**src/rtl/mem_arbiter.sv**
```systemverilog
// mem_arbiter: shares one fixed-latency memory port between fetch and load/store,
// with load/store priority and a starvation guard that forces fetch through.
module mem_arbiter #(
    parameter int LATENCY    = 4,
    parameter int STARVE_MAX = 3,
    parameter int AW         = 32
) (
    input  logic          clk,
    input  logic          reset,
    input  logic          if_req,
    input  logic [AW-1:0] if_addr,
    output logic          if_ready,
    output logic [31:0]   if_rdata,
    input  logic          ls_req,
    input  logic          ls_we,
    input  logic [AW-1:0] ls_addr,
    input  logic [31:0]   ls_wdata,
    input  logic [3:0]    ls_be,
    output logic          ls_ready,
    output logic [31:0]   ls_rdata,
    output logic          mem_en,
    output logic          mem_we,
    output logic [AW-1:0] mem_addr,
    output logic [31:0]   mem_wdata,
    output logic [3:0]    mem_be,
    input  logic [31:0]   mem_rdata,
    output logic          owner,
    output logic          busy
);
    typedef enum logic [1:0] {IDLE, BUSY, DONE} state_t;

    state_t        state_q, state_d;
    logic [3:0]    cnt_q, cnt_d, streak_q, streak_d, be_q, be_d;
    logic          we_q, we_d, owner_q, owner_d, ls_win, act;
    logic [AW-1:0] addr_q, addr_d;
    logic [31:0]   wdata_q, wdata_d, if_rdata_q, if_rdata_d, ls_rdata_q, ls_rdata_d;

    // fetch only wins a contested slot once load/store has taken STARVE_MAX in a row
    assign ls_win = ls_req && !(if_req && streak_q == 4'(STARVE_MAX));

    always_comb begin
        state_d    = state_q;
        cnt_d      = cnt_q;
        streak_d   = streak_q;
        we_d       = we_q;
        addr_d     = addr_q;
        wdata_d    = wdata_q;
        be_d       = be_q;
        owner_d    = owner_q;
        if_rdata_d = if_rdata_q;
        ls_rdata_d = ls_rdata_q;
        case (state_q)
            IDLE: if (if_req || ls_req) begin
                state_d  = BUSY;
                cnt_d    = 4'(LATENCY - 1);
                owner_d  = ls_win;
                we_d     = ls_win && ls_we;
                addr_d   = ls_win ? ls_addr : if_addr;
                wdata_d  = ls_win ? ls_wdata : '0;
                be_d     = (ls_win && ls_we) ? ls_be : 4'hF;
                streak_d = (ls_win && if_req) ? streak_q + 4'd1 : '0;
            end
            BUSY: if (cnt_q == '0) begin
                state_d = DONE;
                if (!owner_q) if_rdata_d = mem_rdata;
                else if (!we_q) ls_rdata_d = mem_rdata;
            end else begin
                cnt_d = cnt_q - 4'd1;
            end
            default: state_d = IDLE;
        endcase
    end

    always_ff @(posedge clk) begin
        if (reset) begin
            state_q    <= IDLE;
            cnt_q      <= '0;
            streak_q   <= '0;
            we_q       <= 1'b0;
            addr_q     <= '0;
            wdata_q    <= '0;
            be_q       <= '0;
            owner_q    <= 1'b0;
            if_rdata_q <= '0;
            ls_rdata_q <= '0;
        end else begin
            state_q    <= state_d;
            cnt_q      <= cnt_d;
            streak_q   <= streak_d;
            we_q       <= we_d;
            addr_q     <= addr_d;
            wdata_q    <= wdata_d;
            be_q       <= be_d;
            owner_q    <= owner_d;
            if_rdata_q <= if_rdata_d;
            ls_rdata_q <= ls_rdata_d;
        end
    end

    assign act       = state_q == BUSY;
    assign mem_en    = act;
    assign mem_we    = act && we_q;
    assign mem_addr  = act ? addr_q : '0;
    assign mem_wdata = act ? wdata_q : '0;
    assign mem_be    = act ? be_q : '0;
    assign owner     = owner_q;
    assign busy      = state_q != IDLE;
    assign if_ready  = state_q == DONE && !owner_q;
    assign ls_ready  = state_q == DONE && owner_q;
    assign if_rdata  = if_rdata_q;
    assign ls_rdata  = ls_rdata_q;
endmodule

```
**config.mk**
```make
export PLATFORM = sky130hd
export DESIGN_NAME = mem_arbiter
export DESIGN_NICKNAME = d
export VERILOG_FILES = /design/src/rtl/mem_arbiter.sv
export SDC_FILE = /design/constraint.sdc
export NUM_CORES = 1
export LEC_CHECK = 0
export BUFFER_PORTS_ARGS = -buffer_cell sky130_fd_sc_hd__buf_2
export CELL_PAD_IN_SITES_DETAIL_PLACEMENT = 1
export CELL_PAD_IN_SITES_GLOBAL_PLACEMENT = 1
export CORE_ASPECT_RATIO = 0.9
export CORE_UTILIZATION = 33
export CTS_BUF_LIST = sky130_fd_sc_hd__clkbuf_8
export DETAILED_ROUTE_END_ITERATION = 10
export GPL_TIMING_DRIVEN = 1
export PLACE_DENSITY = 0.82
export SETUP_SLACK_MARGIN = 0.15
export SYNTH_ARGS = -nofsm -noshare
export SYNTH_HDL_FRONTEND = slang
export SYNTH_SLANG_ARGS = --single-unit
export TNS_END_PERCENT = 5
```
**constraint.sdc**
```tcl
create_clock -name clk -period 2.8 [get_ports clk]
set_input_delay 0.28 -clock clk [delete_from_list [all_inputs] [get_ports clk]]
set_output_delay 0.28 -clock clk [all_outputs]
set_load 0.01 [all_outputs]
```
After elaboration in Yosys (flattened, before gate mapping)
Index checks and enable logic that the tools add are counted.
{"block": "op_classes", "n_bitwise": 2, "reduce_logical": 19, "eq_ne": 6, "add_sub_neg": 2, "n_mux": 13}
{"op": "$mux W32", "count": 4}
{"op": "$mux W4", "count": 5}
{"op": "$pmux W4 S2", "count": 1}
{"op": "$logic_and A1 B1 Y1", "count": 7}
{"op": "$reduce_and A3 Y1", "count": 2}
{"op": "$add A4 B1 Y4 const B", "count": 1}
{"op": "$eq A4 B2 Y1 const B", "count": 1}
{"op": "$logic_not A4 Y1", "count": 1}
{"op": "$mux W2", "count": 2}
{"op": "$ne A2 B2 Y1 const B", "count": 2}
{"op": "$pmux W2 S2", "count": 1}
{"op": "$reduce_and A2 Y1", "count": 2}
{"op": "$reduce_and A4 Y1", "count": 1}
{"op": "$reduce_bool A2 Y1", "count": 2}
{"op": "$sub A4 B1 Y4 const B", "count": 1}
{"op": "$eq A2 B1 Y1 const B", "count": 1}
{"op": "$eq A2 B2 Y1 const B", "count": 1}
{"op": "$logic_not A1 Y1", "count": 2}
{"op": "$logic_not A2 Y1", "count": 1}
{"op": "$ne A2 B1 Y1 const B", "count": 1}
{"op": "$not A1 Y1", "count": 2}
{"op": "$logic_or A1 B1 Y1", "count": 1}
{"block": "totals", "elab_cells": 52, "register_bits": 144, "inputBits": 137, "out_inout_bits": 138}

Depth between registers and ports, before layout
Gate-level depths: netlist of the first run.
{"block": "logic_depth", "word_depth": 6, "depth_mapped": 9, "ltp_nobuf": 6}

Worst setup path after synthesis of the first run
No wires, ideal clock.
{"block": "synth_timing", "path_type": "reg-to-reg", "startpoint": "reg cnt_q[0]", "endpoint": "reg ls_rdata_q[1], in the netlist ls_rdata[1]", "stages_incl_launch_ff": 10, "setup_time_ns": 0.132, "required_ns": 2.668, "n_path_buf": 3, "period_less_slack_ns": 1.977, "slack_ns": 0.823, "arrival_ns": 1.845, "path_cell_list": "dfxtp_1 inv_1 ha_1 or3b_1 buf_4 or4b_4 buf_6 buf_6 nand2_1 a21oi_1"}
{"block": "synth_via", "elab_chain_len": 2}
{"element": "from (decl)", "line_no": "33", "text": "logic [3:0] cnt_q, cnt_d, streak_q, streak_d, be_q, be_d;"}
{"element": "from (signal assigned)", "line_no": "88", "text": "cnt_q <= cnt_d;"}
{"element": "$logic_not A4 Y1", "line_no": "63", "text": "BUSY: if (cnt_q == '0) begin"}
{"element": "$reduce_and A4 Y1 (no line)"}
{"element": "to (signal assigned)", "line_no": "96", "text": "ls_rdata_q <= ls_rdata_d;"}
{"element": "to (decl)", "line_no": "36", "text": "logic [31:0] wdata_q, wdata_d, if_rdata_q, if_rdata_d, ls_rdata_q, ls_rdata_d;"}
Every way passes these cells.
A chain may end at the register's enable or synchronous reset.

Worst setup path after layout of the first run
{"block": "layout_timing", "startpoint": "reg cnt_q[0]", "endpoint": "reg ls_rdata_q[9], in the netlist ls_rdata[9]"}
The elaborated chain is that of the path after synthesis.

==> results.txt, run 1 <==
----------------------------------------------------
[Clocking]
  Hold Buf Count CTS ... 0
  TritonCTS Sinks ... 144
  Clock-pin slew on the worst setup and hold paths ... 90 ps
  Post-CTS Repair Setup Buffers ... 0
  CTS tree ... built
  Clock latency on the worst-skew pair ... 450 ps
  Bufs on Longest Clock Path ... 2
  Cts repair resizes ... 0
  Clk root buf ... sky130_fd_sc_hd__clkbuf_8
  Inserted Clock Buffers ... 17
  Maximum level of the CTS H-tree ... 4

[Logic synthesis]
  Commonest register cell after synthesis ... sky130_fd_sc_hd__dfxtp_1
  Portion of the post-synthesis area used by sequential elements ... 48.5%
  Flops & latches, synth ... 144
  Post-Synthesis Cell Area ... 0.00595 mm^2
  Syn Inst Count ... 770
  Yosys Warn Count ... 0
  Number of distinct library cell variants in the gate-level netlist after synthesis ... 34
  Count of flip-flops with a built-in enable after synthesis ... 0
  Net count of the mapped netlist ... 910
  Proportion of synthesized flip-flops having asynchronous set or reset ... 0%
  Synth Area per Inst ... 7.72 um^2

[Worst setup path]
  Critical Path Source ... cnt_q[0]
  Source of the worst register-to-register timing path ... cnt_q[0]
  Kind of critical path ... reg -> reg
  Cell type group with the largest total delay on the critical path ... simple AND/OR/NAND/NOR gates
  Slowest cell on crit path ... sky130_fd_sc_hd__or4b_4
  Max FO, Critical Path ... 32
  Setup slack, reg-to-reg ... 600 ps
  Critical Path Start Type ... register
  Arrival time of the worst setup path ... 2530 ps
  Maximum cell stage delay along the critical path ... 750 ps
  Kind of capture point of the worst setup path ... register
  Length in cells of the worst reg-to-reg path ... 6
  Critical path, cell by cell ... inv_1 > ha_1 > or3b_1 > or4b_4 > nand2_1 > a21oi_1
  Number of cells on the critical path ... 6
  Worst path required time ... 3130 ps
  Reg2reg end ... ls_rdata[9]
  Combined buffer and inverter count along the critical path ... 1

[Timing]
  Worst Tran Pin Value ... 780 ps
  Rel. slew slack ... 47.8%
  Count of pins over their slew limit ... 0
  Unrepaired setup endpoints after global routing ... false
  Layout Skew ... 14.7 ps
  Final period util ... 78.7%
  Highest attainable clock frequency ... 454 MHz
  Final Critical Period ... 2200 ps
  Accumulated negative setup slack ... 0 ps
  Fin. Hold Viols ... 0
  Number of setup violations in the final report ... 0

[Min path]
  Worst hold path class ... in -> reg
  Endpoint of the worst hold path ... addr_q[20]
  Hold path cells ... 3
  Worst hold path startpoint ... if_addr[20]

[Drt]
  Met1 wire length ... 8210 um
  Vias per cell ... 4.85
  Detailed-route wire length per cell ... 15.5 um
  Count of unresolved DRC violations after routing ... 0
  Met2 routed WL ... 9470 um
  Number of vias after detailed routing ... 6151
  Drt first pass iters ... 7
  Wire length after detailed routing ... 19600 um
  Met3 wire len ... 1600 um
  Post-route ant nets ... 0
  DRT iter0 DRCs ... 176
  Top layer used by detailed routing ... met5

[Finish]
  Share of layout cells above drive strength 1 ... 32.0%
  Post-route core utilization ... 45.0%
  Count of placed standard cells in the final layout, fillers left out ... 1267
  Area growth from synthesis to layout ... 33.2%
  Final #Nets ... 1152

[Run status]
  Outcome ... complete, no violations

[GRT]
  Antenna violations before repair ... 3
  Global-route wire length before repair ... 30300 um
  Via count of the first global-routing pass ... 5999
  Largest net degree at the start of global routing ... 75
  Grt ovf ... 0
  Global-route usage over all layers ... 21.0%

[Floorplanning]
  Top-level port count ... 275
  Die Footprint ... 0.0186 mm^2
  Die W ... 143 um
  Row count ... 46
  Starting density of the core ... 33.8%
  Core region area ... 0.0176 mm^2
  Die boundary height ... 129 um

[Place]
  Gpl congestion ... 0.794
  IO Port Bufs ... 274
  DP Wirelength ... 13800 um
  Number of cells after detailed placement ... 1233

[Pwr]
  Maximum vdd drop ... 0.000295 V
  Static leakage power ... 0.00362 uW
  Pwr dens ... 617 mW/mm^2

[Flow run]
  Number of max-cap violations ... 0

----------------------------------------------------
-- placed cells by master (no fill, tap or decap), drive strengths merged --
master | Yosys | routed
bufinv | 0 | 1
a211oi | 32 | 32
nor2 | 41 | 41
nand3 | 38 | 38
or3b | 1 | 1
o22ai | 1 | 1
nand4b | 1 | 1
and3b | 1 | 1
a21oi | 133 | 133
or3 | 2 | 2
dfxtp | 144 | 144
inv | 4 | 12
and3 | 1 | 1
and2 | 71 | 71
clkinvlp | 0 | 2
nand2b | 1 | 1
nand2 | 199 | 199
a21o | 2 | 2
o31ai | 1 | 1
buf | 16 | 290
nand4bb | 1 | 1
o21ai | 3 | 3
nor3 | 13 | 13
or4b | 1 | 1
nor3b | 3 | 3
nor4b | 2 | 2
ha | 3 | 3
xor2 | 2 | 2
nand3b | 1 | 1
diode | 0 | 2
clkinv | 0 | 4
o21a | 1 | 1
clkbuf | 51 | 17
-- routing by layer --
metal / vias to the layer above / global-route usage, %
met4: 2 / 7.13
li1: 3029 / -
met3: 24 / 8.09
met2: 187 / 35.8
met5: - / 0
met1: 2909 / 23.9
-- worst register-to-register path, delay by kind of cell, from the launching register on --
family / cells / cell delay, ps
AND/OR/NAND/NOR: 3 / 1430
flip-flops: 1 / 340
adder cells (fa/ha/maj): 1 / 140
buffers and inverters: 1 / 100
AO/OA/AOI/OAI: 1 / 70
-- worst max-delay path by stage --
| stage | endpoint | slack, ps |
|---|---|---|
| finish | ls_rdata[9] | 600 |
| CTS | ls_rdata[9] | 600 |
| detailed placement | ls_rdata[9] | 610 |
| global route | ls_rdata[23] | 470 |
| global placement | ls_rdata[25] | 700 |
| floorplan | ls_rdata[1] | 820 |
-- state kept, by name (all words and copies together) (netlist names) --
register	cells
addr_q	32
we_q	1
if_rdata	32
be_q	4
cnt_q	4
ls_rdata	32
wdata_q	32
state_q	2
streak_q	4
owner	1
-- area by class of cell --
type | count | area (um^2)
fill | 2302 | 9690
inverter | 4 | 15.0
timing repair buffer | 290 | 1560
antenna | 2 | 5.00
sequential | 144 | 2880
clock buffer | 17 | 234
clock inverter | 15 | 148
multi-input combinational | 555 | 2780
tap | 240 | 300
-- cells by family (layout without fill, tap and decap cells) --
family | Yosys count | count (layout) | share of synthesized area (%)
DFF | 144 | 144 | 48.5
other | 0 | 2 | 0
adders and majority gates | 3 | 3 | 0.631
and+or+nand+nor | 377 | 377 | 29.3
xor gates and xnor gates | 2 | 2 | 0.295
buffers and inverters | 71 | 326 | 5.16
AOI/OAI and AO/OA | 173 | 173 | 16.1
-- power by group --
part	switching [uW]	internal, uW
sequential	77.6	2200
clock	912	730
combinational	589	372
total	1580	3310
-- stage by stage --
| step | setup slack (ps) | instance area, um^2 | hold slack (ps) | total power [uW] |
|---|---|---|---|---|
| 6_report | 596 | 7920 | 65.9 | 4880 |
| 5_1_grt | 474 | 7920 | 25.3 | 5160 |
| 4_1_cts | 599 | 7910 | 26.9 | 4960 |
| 3_5_place_dp | 610 | 7530 | 443 | 3300 |
| 3_3_place_gp | 696 | 7530 | 438 | 3280 |
| 2_1_floorplan | 823 | 5950 | 416 | 2890 |
-- synthesized netlist by cell type (2+ instances only) --
master                       n  area [um^2]
sky130_fd_sc_hd__dfxtp_1   144         2880
sky130_fd_sc_hd__buf_2       5         25.0
sky130_fd_sc_hd__a21oi_1   133          666
sky130_fd_sc_hd__nor2_1     41          154
sky130_fd_sc_hd__or3_1       2         12.5
sky130_fd_sc_hd__nor3b_1     3         22.5
sky130_fd_sc_hd__o21ai_0     3         15.0
sky130_fd_sc_hd__inv_1       4         15.0
sky130_fd_sc_hd__xor2_1      2         17.5
sky130_fd_sc_hd__nand2_1   199          747
sky130_fd_sc_hd__a21o_1      2         15.0
sky130_fd_sc_hd__and2_1     71          444
sky130_fd_sc_hd__buf_6       4         45.0
sky130_fd_sc_hd__ha_1        3         37.5
sky130_fd_sc_hd__nor3_1     12         60.1
sky130_fd_sc_hd__a211oi_1   32          240
sky130_fd_sc_hd__buf_1       6         22.5
sky130_fd_sc_hd__nand3_1    38          190
sky130_fd_sc_hd__clkbuf_1   51          191
Note: power is estimated with default switching activity, not from simulation.
==> run 2, diff against run 1 <==
Clock period 2.8 ns to 2.1 ns, I/O delays scaled along.
==> run 2 against run 1 <==
Against the previous run: register-to-register slack worse by 480 ps; core utilization increased by 7.9 points; critical endpoint is now mem_wdata[20]; wire length grew 30%; total power up 44%; first-iteration DRC count rose by 28%; highest routed layer is now met4; die area is the same; hold slack got worse by 13 ps; global-route usage grew 5.7 points; non-clock buffer count rose by 114.
==> results.txt, run 2 (synthesis results as in run 1) <==
----------------------------------------------------
[GRT]
  Global-route wire length before repair ... 37900 um (was 30300 um)
  Most Used Layer, Global Route ... met2 (unchanged)
  Met3 routing resource usage after global routing ... 7.72% (was 8.09%)
  Routing usage on met2 ... 49.6% (was 35.8%)
  Via count of the first global-routing pass ... 7267 (was 5999)
  Largest net degree at the start of global routing ... 83 (was 75)
  Global-route usage over all layers ... 26.6% (was 21.0%)
  Grt ovf ... 0 (unchanged)
  GR met1 Demand/Resource ... 27.8% (was 23.9%)
  Antenna violations before repair ... 4 (was 3)

[Worst setup path]
  Maximum cell stage delay along the critical path ... 350 ps (was 750 ps)
  Max FO, Critical Path ... 7 (was 32)
  Combined buffer and inverter count along the critical path ... 5 (was 1)
  Arrival time of the worst setup path ... 1840 ps (was 2530 ps)
  Worst path required time ... 1890 ps (was 3130 ps)
  Critical path, cell by cell ... nand2b_4 > buf_6 > clkinvlp_4 > buf_12 > clkbuf_16 > and2_1 > buf_2 (was inv_1 > ha_1 > or3b_1 > or4b_4 > nand2_1 > a21oi_1)
  Cell type group with the largest total delay on the critical path ... buffers and inverters (was simple AND/OR/NAND/NOR gates)
  Slowest cell on crit path ... sky130_fd_sc_hd__dfxtp_2 (was sky130_fd_sc_hd__or4b_4)
  Kind of critical path ... reg -> out (was reg -> reg)
  Critical Path Start Type ... register (unchanged)
  Kind of capture point of the worst setup path ... output pin (was register)

[Timing]
  Layout Skew ... 12.9 ps (was 14.7 ps)
  Rel. slew slack ... 47.3% (was 47.8%)
  Worst Tran Pin Value ... 787 ps (was 780 ps)
  Highest attainable clock frequency ... 487 MHz
  Unrepaired setup endpoints after global routing ... true (was false)
  Worst hold margin ... 52.9 ps (was 65.9 ps)
  Fin. Hold Viols ... 0 (unchanged)
  Final period util ... 97.7%
  Setup ws final ... 48.1 ps (was 596 ps)
  Final Critical Period ... 2050 ps
  Number of setup violations in the final report ... 0 (unchanged)
  Count of pins over their slew limit ... 0 (unchanged)

[Clocking]
  Maximum level of the CTS H-tree ... 4 (unchanged)
  Clock latency on the worst-skew pair ... 460 ps (was 450 ps)
  TritonCTS Sinks ... 144 (unchanged)
  Clock-pin slew on the worst setup and hold paths ... 90 ps (about the same)
  Clk root buf ... sky130_fd_sc_hd__clkbuf_8 (unchanged)
  Bufs on Longest Clock Path ... 2 (unchanged)
  Inserted Clock Buffers ... 17 (unchanged)
  CTS tree ... built (unchanged)

[Pwr]
  Pwr dens ... 758 mW/mm^2 (was 617 mW/mm^2)
  Part of the total power dissipated in combinational logic ... 25.2% (was 19.7%)
  Total Power ... 7060 uW (was 4880 uW)
  Relative contribution of the clock network to total power ... 31.4% (was 33.6%)
  Switching part of the total power ... 33.2% (was 32.3%)
  Maximum vdd drop ... 0.000377 V (was 0.000295 V)
  Relative contribution of sequential cells to total power ... 43.4% (was 46.7%)
  Net switching power of the design ... 2340 uW (was 1580 uW)
  Internal ... 4720 uW (was 3310 uW)
  Static leakage power ... 0.00417 uW (was 0.00362 uW)

[Finish]
  Share of layout cells above drive strength 1 ... 31.8% (was 32.0%)
  Post-route core utilization ... 52.9% (was 45.0%)
  Commonest non-fill, non-tap cell in the layout ... sky130_fd_sc_hd__buf_2 (unchanged)
  Area growth from synthesis to layout ... 56.6% (was 33.2%)
  Final #Nets ... 1266 (was 1152)
  Count of placed standard cells in the final layout, fillers left out ... 1382 (was 1267)
  Commonest cells after routing, fill and taps aside ... sky130_fd_sc_hd__buf_2, sky130_fd_sc_hd__nand2_1, sky130_fd_sc_hd__dfxtp_1 (unchanged)

[Place]
  DP Wirelength ... 13400 um (was 13800 um)
  Placement-stage worst setup slack ... 131 ps (was 610 ps)
  Number of cells after detailed placement ... 1235 (was 1233)
  Gpl congestion ... 0.765 (was 0.794)
  IO Port Bufs ... 274 (unchanged)

[Drt]
  Detailed-route wire length per cell ... 18.5 um (was 15.5 um)
  DRT iter0 DRCs ... 225 (was 176)
  Post-route ant nets ... 0 (unchanged)
  Wire length after detailed routing ... 25500 um (was 19600 um)
  Drt first pass iters ... 4 (was 7)
  Vias per cell ... 5.02 (was 4.85)
  Count of unresolved DRC violations after routing ... 0 (unchanged)
  Number of vias after detailed routing ... 6941 (was 6151)

[Floorplanning]
  Die Footprint ... 0.0186 mm^2 (unchanged)
  Top-level port count ... 275 (unchanged)
  Starting density of the core ... 33.8% (unchanged)
  Core region area ... 0.0176 mm^2 (unchanged)
  Die W ... 143 um (unchanged)
  Row count ... 46 (unchanged)
  Die boundary height ... 129 um (unchanged)

[Min path]
  Worst hold path class ... in -> reg (unchanged)

[Flow run]
  Number of max-cap violations ... 0 (unchanged)

[Run status]
  Outcome ... complete, no violations (unchanged)

----------------------------------------------------
-- run 2: cell count changes in the layout (fill, tap and decap cells not counted), sizes merged --
cell,before,now
dlygate4sd3,0,96
clkbuf,17,20
clkinv,4,1
clkinvlp,2,7
inv,12,10
diode,2,3
buf,290,305
-- run 2: final timing paths --
check                    from  depth (start not counted)       endpoint  slack [ps]
setup / recovery   state_q[1]                          7  mem_wdata[20]          50
hold / removal       ls_be[2]                          3        be_q[2]          50
setup reg to reg     cnt_q[1]                          6   ls_rdata[25]         120
hold reg to reg   wdata_q[18]                          2    wdata_q[18]         460
-- run 2: tightest hold or removal path: stages --
cell and delay, ps:
sky130_fd_sc_hd__buf_2 80, sky130_fd_sc_hd__nor3_1 40, sky130_fd_sc_hd__nor3_1 140
-- run 2: power by group through the flow --
stage                     clock network [uW]  logic (uW)  registers [uW]
final                                   2220        1780            3060
after global routing                    2370        1920            3090
after CTS                               2260        1630            3040
after detailed placement                   0        1320            3110
after global placement                     0        1290            3090
after floorplan                            0         749            3110
-- run 2: layout make-up --
| type | count | area, um^2 |
|---|---|---|
| well taps | 240 | 300 |
| diodes | 3 | 7.51 |
| repair buffers | 404 | 2910 |
| inverters | 4 | 18.8 |
| fillers | 2212 | 8300 |
| clock inverters | 15 | 150 |
| multi-input cells | 555 | 2810 |
| flip-flops and latches | 144 | 2890 |
| clock buffers | 17 | 234 |
-- run 2: layer usage --
| layer | part of all wire, % | routed length (um) | up-vias |
|---|---|---|---|
| met3 | 6.6 | 1680 | 64 |
| li1 | - | - | 3265 |
| met4 | 3.6 | 916 | 0 |
| met5 | 0 | 0 | - |
| met1 | 38 | 9780 | 3373 |
| met2 | 52 | 13200 | 239 |
-- run 2: metrics by stage --
stage / setup TNS [ps] / cell area [um^2]
2_1_floorplan: 0 / 5950
3_3_place_gp: 0 / 7570
3_5_place_dp: 0 / 7570
4_1_cts: 0 / 9130
5_1_grt: -13.4 / 9310
6_report: 0 / 9310
-- run 2: what timing repair did --
action,in CTS,in global routing
resized for setup,16,20
setup endpoints to repair,90,133
endpoints found under the hold margin,125,0
gates cloned,4,4
buffers inserted,5,3
hold buffers,96,0
